===== config.mk =====
export PLATFORM = sky130hd
export DESIGN_NAME = inst_encoder
export DESIGN_NICKNAME = d
export VERILOG_FILES = /design/src/rtl/inst_encoder_pkg.sv /design/src/rtl/inst_pack.sv /design/src/rtl/inst_encoder.sv
export SDC_FILE = /design/constraint.sdc
export NUM_CORES = 1
export LEC_CHECK = 0
export ABC_CLOCK_PERIOD_IN_PS = 2400
export BUFFER_PORTS_ARGS = -buffer_cell sky130_fd_sc_hd__buf_2
export CORE_ASPECT_RATIO = 1.2
export CORE_MARGIN = 2
export CORE_UTILIZATION = 40
export DETAILED_ROUTE_END_ITERATION = 10
export SLEW_MARGIN = 20
export SYNTH_ARGS = -nofsm -noshare
export SYNTH_HDL_FRONTEND = slang
export SYNTH_SLANG_ARGS = --single-unit
export TNS_END_PERCENT = 30

===== constraint.sdc =====
create_clock -name clk -period 2.4 [get_ports clk]
set_input_delay 0.72 -clock clk [delete_from_list [all_inputs] [get_ports clk]]
set_output_delay 0.72 -clock clk [all_outputs]
set_load 0.05 [all_outputs]

===== src/rtl/inst_encoder_pkg.sv =====
// inst_encoder_pkg: opcodes, descriptor kinds and FSM states for the instruction encoder.
// The opcode constants are the ones the main control decoder compares against.
package inst_encoder_pkg;

    localparam logic [5:0] OP_RTYPE = 6'b000000;
    localparam logic [5:0] OP_LW    = 6'b100011;
    localparam logic [5:0] OP_SW    = 6'b101011;
    localparam logic [5:0] OP_BEQ   = 6'b000100;
    localparam logic [5:0] OP_J     = 6'b000010;

    localparam logic [2:0] KIND_R   = 3'd0;
    localparam logic [2:0] KIND_LW  = 3'd1;
    localparam logic [2:0] KIND_SW  = 3'd2;
    localparam logic [2:0] KIND_BEQ = 3'd3;
    localparam logic [2:0] KIND_J   = 3'd4;

    // StRd/StChk are only reachable in the readback build.
    typedef enum logic [2:0] {
        StIdle,
        StEnc,
        StWr,
        StRd,
        StChk,
        StFull
    } state_e;

endpackage


===== src/rtl/inst_pack.sv =====
// inst_pack: combinational MIPS instruction packer (descriptor kind + fields -> 32-bit word).
module inst_pack
    import inst_encoder_pkg::*;
(
    input  logic [2:0]  kind,
    input  logic [4:0]  rs,
    input  logic [4:0]  rt,
    input  logic [4:0]  rd,
    input  logic [5:0]  funct,
    input  logic [15:0] imm,
    input  logic [25:0] target,
    output logic [31:0] word,
    output logic        illegal
);

    // Pack fields by class; unknown kinds produce zero and raise illegal.
    always_comb begin
        word    = '0;
        illegal = 1'b0;
        case (kind)
            KIND_R:   word = {OP_RTYPE, rs, rt, rd, 5'b00000, funct};
            KIND_LW:  word = {OP_LW, rs, rt, imm};
            KIND_SW:  word = {OP_SW, rs, rt, imm};
            KIND_BEQ: word = {OP_BEQ, rs, rt, imm};
            KIND_J:   word = {OP_J, target};
            default:  illegal = 1'b1;
        endcase
    end

endmodule


===== src/rtl/inst_encoder.sv =====
// inst_encoder: accepts instruction descriptors, encodes them and writes consecutive
// instruction-memory words. Optional readback check enabled by INST_ENCODER_READBACK_EN.
module inst_encoder
    import inst_encoder_pkg::*;
#(
    parameter int unsigned ADDR_W = 5
) (
    input  logic              clk,
    input  logic              rst_n,
    input  logic              clear,
    input  logic              in_valid,
    output logic              in_ready,
    input  logic [2:0]        kind,
    input  logic [4:0]        rs,
    input  logic [4:0]        rt,
    input  logic [4:0]        rd,
    input  logic [5:0]        funct,
    input  logic [15:0]       imm,
    input  logic [25:0]       target,
    output logic              imem_we,
    output logic [ADDR_W-1:0] imem_addr,
    output logic [31:0]       imem_wdata,
    output logic              imem_re,
    input  logic [31:0]       imem_rdata,
    output logic [ADDR_W:0]   count,
    output logic              full,
    output logic              err,
    output logic              mismatch
);

    state_e            stateQ;
    logic [2:0]        kindQ;
    logic [4:0]        rsQ, rtQ, rdQ;
    logic [5:0]        functQ;
    logic [15:0]       immQ;
    logic [25:0]       targetQ;
    logic [31:0]       wordQ;
    logic [ADDR_W-1:0] addrQ;
    logic [ADDR_W:0]   countQ;
    logic              weQ;
    logic              errQ;
    logic [31:0]       packWord;
    logic              packIllegal;

`ifdef INST_ENCODER_READBACK_EN
    localparam logic [ADDR_W:0] FullCount = {1'b1, {ADDR_W{1'b0}}};
    logic reQ;
    logic mismatchQ;
`else
    localparam logic [ADDR_W:0] LastCount = {1'b0, {ADDR_W{1'b1}}};
    logic unusedRdata;
    assign unusedRdata = ^imem_rdata;
`endif

    inst_pack u_pack (
        .kind    (kindQ),
        .rs      (rsQ),
        .rt      (rtQ),
        .rd      (rdQ),
        .funct   (functQ),
        .imm     (immQ),
        .target  (targetQ),
        .word    (packWord),
        .illegal (packIllegal)
    );

    // Main FSM: latch descriptor, encode, write, optionally read back, advance address.
    always_ff @(posedge clk or negedge rst_n) begin
        if (!rst_n) begin
            stateQ    <= StIdle;
            kindQ     <= '0;
            rsQ       <= '0;
            rtQ       <= '0;
            rdQ       <= '0;
            functQ    <= '0;
            immQ      <= '0;
            targetQ   <= '0;
            wordQ     <= '0;
            addrQ     <= '0;
            countQ    <= '0;
            weQ       <= 1'b0;
            errQ      <= 1'b0;
`ifdef INST_ENCODER_READBACK_EN
            reQ       <= 1'b0;
            mismatchQ <= 1'b0;
`endif
        end else if (clear) begin
            stateQ    <= StIdle;
            addrQ     <= '0;
            countQ    <= '0;
            weQ       <= 1'b0;
            errQ      <= 1'b0;
`ifdef INST_ENCODER_READBACK_EN
            reQ       <= 1'b0;
            mismatchQ <= 1'b0;
`endif
        end else begin
            weQ  <= 1'b0;
            errQ <= 1'b0;
`ifdef INST_ENCODER_READBACK_EN
            reQ  <= 1'b0;
`endif
            case (stateQ)
                StIdle: begin
                    if (in_valid) begin
                        kindQ   <= kind;
                        rsQ     <= rs;
                        rtQ     <= rt;
                        rdQ     <= rd;
                        functQ  <= funct;
                        immQ    <= imm;
                        targetQ <= target;
                        stateQ  <= StEnc;
                    end
                end
                StEnc: begin
                    if (packIllegal) begin
                        errQ   <= 1'b1;
                        stateQ <= StIdle;
                    end else begin
                        wordQ  <= packWord;
                        weQ    <= 1'b1;
                        stateQ <= StWr;
                    end
                end
                StWr: begin
                    countQ <= countQ + (ADDR_W+1)'(1);
`ifdef INST_ENCODER_READBACK_EN
                    // Hold the address so the readback targets the word just written.
                    reQ    <= 1'b1;
                    stateQ <= StRd;
`else
                    addrQ  <= addrQ + ADDR_W'(1);
                    stateQ <= (countQ == LastCount) ? StFull : StIdle;
`endif
                end
`ifdef INST_ENCODER_READBACK_EN
                StRd: begin
                    stateQ <= StChk;
                end
                StChk: begin
                    if (imem_rdata != wordQ) begin
                        mismatchQ <= 1'b1;
                    end
                    addrQ  <= addrQ + ADDR_W'(1);
                    stateQ <= (countQ == FullCount) ? StFull : StIdle;
                end
`endif
                StFull: begin
                    stateQ <= StFull;
                end
                default: begin
                    stateQ <= StIdle;
                end
            endcase
        end
    end

    assign in_ready   = (stateQ == StIdle);
    assign full       = (stateQ == StFull);
    // A synchronous clear suppresses a write already strobed for this cycle.
    assign imem_we    = weQ & ~clear;
    assign imem_addr  = addrQ;
    assign imem_wdata = wordQ;
    assign count      = countQ;
    assign err        = errQ;
`ifdef INST_ENCODER_READBACK_EN
    assign imem_re    = reQ;
    assign mismatch   = mismatchQ;
`else
    assign imem_re    = 1'b0;
    assign mismatch   = 1'b0;
`endif

endmodule


==> key figures <==
Floorplanning
  – Die ar.: roughly 14000 µm²
  – Die height: roughly 130 µm
  – Die X: 107 µm
  – Row cnt: 45
  – # IOs: 151
  – Core Region: between 10000 and 15000 µm²
  – Initial Util: 40.5%

Route
  – Via density: 5.21
  – Antenna-violating nets left: 0
  – WL final: about 12000 µm
  – 1st-iter DRT viols: 140
  – Routed WL per cell: 17.0 µm
  – Via count: 3519
  – Pre-antenna DRT Iters: 4
  – Drt drc: 0

CTS
  – CTS tree: built
  – Total CTS buffers: 9
  – # Post-CTS Setup Buffers: 0
  – Worst-Skew Late Latency: around 360 ps
  – Hold_buf cts: 0
  – CTS Sinks: between 100 and 150
  – CTS max path bufs: 2
  – Cells resized by post-CTS repair: 0
  – Root Buffer: clkbuf_16
  – Worst-path clk slew: ~70 ps
  – H-tree depth: 3

Final layout
  – Fill cell count: about 1.2k
  – Fraction of layout cells with a size suffix above 1: between 40% and 50%
  – Nets@finish: around 610
  – Diode count: 0
  – Layout area overhead: 21.0%
  – Final instance area: about 6200 µm²

Yosys
  – Post-Synth Simple-Gate Area: under 10%
  – Post-Syn Area per Cell: between 10 and 15 µm²
  – Yosys Warn Count: 0
  – Adder-Cell Fraction of Synth Area: less than 1%
  – Post-synth cell types: between 40 and 50
  – Synth top area share: between 50% and 60%
  – FF+latch count, synth: about 110
  – Mux cell area share after synthesis: 17.9%
  – Syn Inst Count: a little under 400
  – Synth area leader: dfrtp_1
  – Synthesized area: ~5100 µm²
  – Post-Synth XOR/XNOR Area: less than 1%
  – Seq/Total Area, Yosys: 55.1%
  – Ranking of synthesized cells by area: dfrtp_1 (55%), mux2_2 (17%), o22ai_1 (2.6%)
  – Asr flop ratio synth: between 90% and 100%
  – Post-synth EDFFs: 0
  – Compound-Gate Fraction of Synth Area: 12.6%
  – Ys flop type: dfrtp_1
  – Largest family of logic cells by synthesized area: multiplexers

Status
  – Status: completed

Pwr
  – Lkg Pwr: 2.78 nW
  – Worst IR drop on VDD: ~0.52 mV
  – Psw: between 2 and 2.5 mW
  – Logic pwr share: 34.5%
  – Clk pwr share: a little under a quarter
  – Switch share: a little under two fifths
  – Pint: approximately 3.9 mW
  – Pwr/cell area: between 1000 and 1500 nW/µm²
  – Seq pwr share: approximately 43%

Critical path
  – Worst Path Arrival: ~1400 ps
  – CP bufs+invs: 3
  – Worst Path Max Fanout: 17
  – Reg-to-Reg End: imem_wdata[8]
  – CP top delay family: buffers and inverters
  – R2r startpoint: stateQ[0]
  – Setup CP Type: in -> out
  – CP max-delay cell: buf_2
  – R2R cell count: 4
  – Crit start category: primary input
  – CP dominant cell by count: buf_2
  – Worst path cell trace: buf_2 -> buf_4 -> nor2b_1 -> buf_2
  – R2R Setup Slk: roughly 470 ps
  – CP max stage delay: 270 ps
  – Worst EP required: ~1700 ps
  – CP Capture Type: output pin

STA
  – Fin crit period: 2130 ps
  – Clock Skew: approximately 9.8 ps
  – Maximum clock frequency: roughly 470 MHz
  – Max Slew Vio Count: 0
  – Unrepaired setup endpoints after global routing: false
  – Slew Limit Headroom: between 50 and 60%
  – Endpoints failing hold: 0
  – Setup TNS: 0 ps
  – Tcrit/Tclk final: around 90%
  – Final Setup Violations: 0
  – Worst Max-Slew Pin Slew: 620 ps

Placed design
  – Dpl cell area: between 5000 and 6000 µm²
  – DP HPWL: a little under 8000 µm
  – I/O Buffers: roughly 120
  – GPL Wtd Cong: slightly above 0.7

Global route
  – Largest net degree at the start of global routing: 37
  – First-pass GRT wire length: ~18000 µm
  – GRT Resource Usage Total: between 15 and 20%
  – Vias in the first global route: between 3k and 4k
  – Grt ovf: 0
  – Initial antenna violation count: 0

Hold path
  – Hold WC Path Type: in -> async

Run
  – MaxCap Viol Count: 0
[flip-flops by register name, indices dropped and copies added (netlist names)]
name and count:
rdQ 5, targetQ 26, stateQ 3, err 1
count 6, imem_wdata 30, imem_addr 5, weQ 1
immQ 16, rsQ 5, rtQ 5, functQ 6
kindQ 3
[layout by cell type, fill, tap and decap left out, types with 2 or more instances in the layout]
cell type  instances
a211oi_1          10
a21oi_1            5
a221o_1            5
a2bb2oi_1          4
a2bb2oi_2          8
and3_1             7
buf_12             5
buf_2            114
buf_4             16
clkbuf_16          9
clkbuf_8           2
clkinv_2           2
conb_1             3
dfrtp_1          111
ha_1               2
inv_1              6
mux2_2            79
mux2i_1            2
nand2_1            6
nand3b_1           2
nand4_1            2
nor2_1            21
nor2b_1            3
nor3_1            10
nor4bb_1           2
o21ai_0           11
o21ba_2            2
o22ai_1           21
o31ai_1            6
or3_1             12
xnor2_1            4
[cell usage after synthesis, types with 6 or more instances]
cell and count:
or3_1 12, a2bb2oi_2 8, o31ai_1 6, o21ai_0 11, nand2_1 6, inv_1 6, buf_6 8, buf_2 10
nor3_1 11, nor2_1 21, and3_1 7, mux2_2 79, a211oi_1 10, dfrtp_1 112, o22ai_1 21, clkbuf_1 13
[worst register-to-register path, cell delays in order, from the launching register on]
cell     delay (ps)
dfrtp_1         540
or4b_1          680
buf_4           250
o31ai_1         240
a221o_1         180
[kinds of logic (layout without fill, tap and decap cells)]
family | Yosys count | in the layout
buffers and inverters | 42 | 156
AOI/OAI and AO/OA | 79 | 79
adders and majority gates | 2 | 2
DFF | 112 | 112
other | 1 | 3
and+or+nand+nor | 74 | 74
muxes | 81 | 81
xor gates and xnor gates | 5 | 5
[through the flow]
stage	hold WS [ps]	std cells	power (mW)	utilization [%]	setup slack, ps
final	288	676	6.16	49.0	268
after global routing	302	676	6.51	49.0	210
after CTS	296	676	6.24	49.0	259
after detailed placement	485	661	4.81	46.8	155
after global placement	479	661	4.75	46.8	193
after floorplan	424	398	4.21	-	-119
[power groups by stage]
stage               clock network, mW  registers, mW  logic (mW)
floorplan                           0           3.26       0.948
global placement                    0           2.63        2.12
detailed placement                  0           2.65        2.15
CTS                              1.46           2.62        2.16
global route                     1.55           2.68        2.27
finish                           1.42           2.62        2.13
[layout make-up]
| cell class | instances | area, µm² | share of cell area, % |
|---|---|---|---|
| clock buffer | 12 | 256 | 4.17 |
| clock inverter | 3 | 17.5 | 0.285 |
| inverter | 6 | 22.5 | 0.366 |
| multi-input combinational | 244 | 2060 | 33.4 |
| sequential | 112 | 2800 | 45.6 |
| tap | 164 | 205 | 3.33 |
| timing repair buffer | 135 | 791 | 12.9 |
[layer usage]
layer	track usage, %	routed length [µm]
met5	0	0
met3	3.67	465
met1	20.9	4750
met4	7.87	287
met2	31.3	6010
[how the worst max path moves through the flow]
stage,startpoint,to,depth (start not counted)
after floorplan,clear,imem_we,3
after global placement,clear,imem_wdata[10],4
after detailed placement,clear,imem_wdata[8],5
after CTS,clear,imem_we,4
after global routing,stateQ[0],full,2
final,clear,imem_we,4
Note: power is estimated with default switching activity, not from simulation.
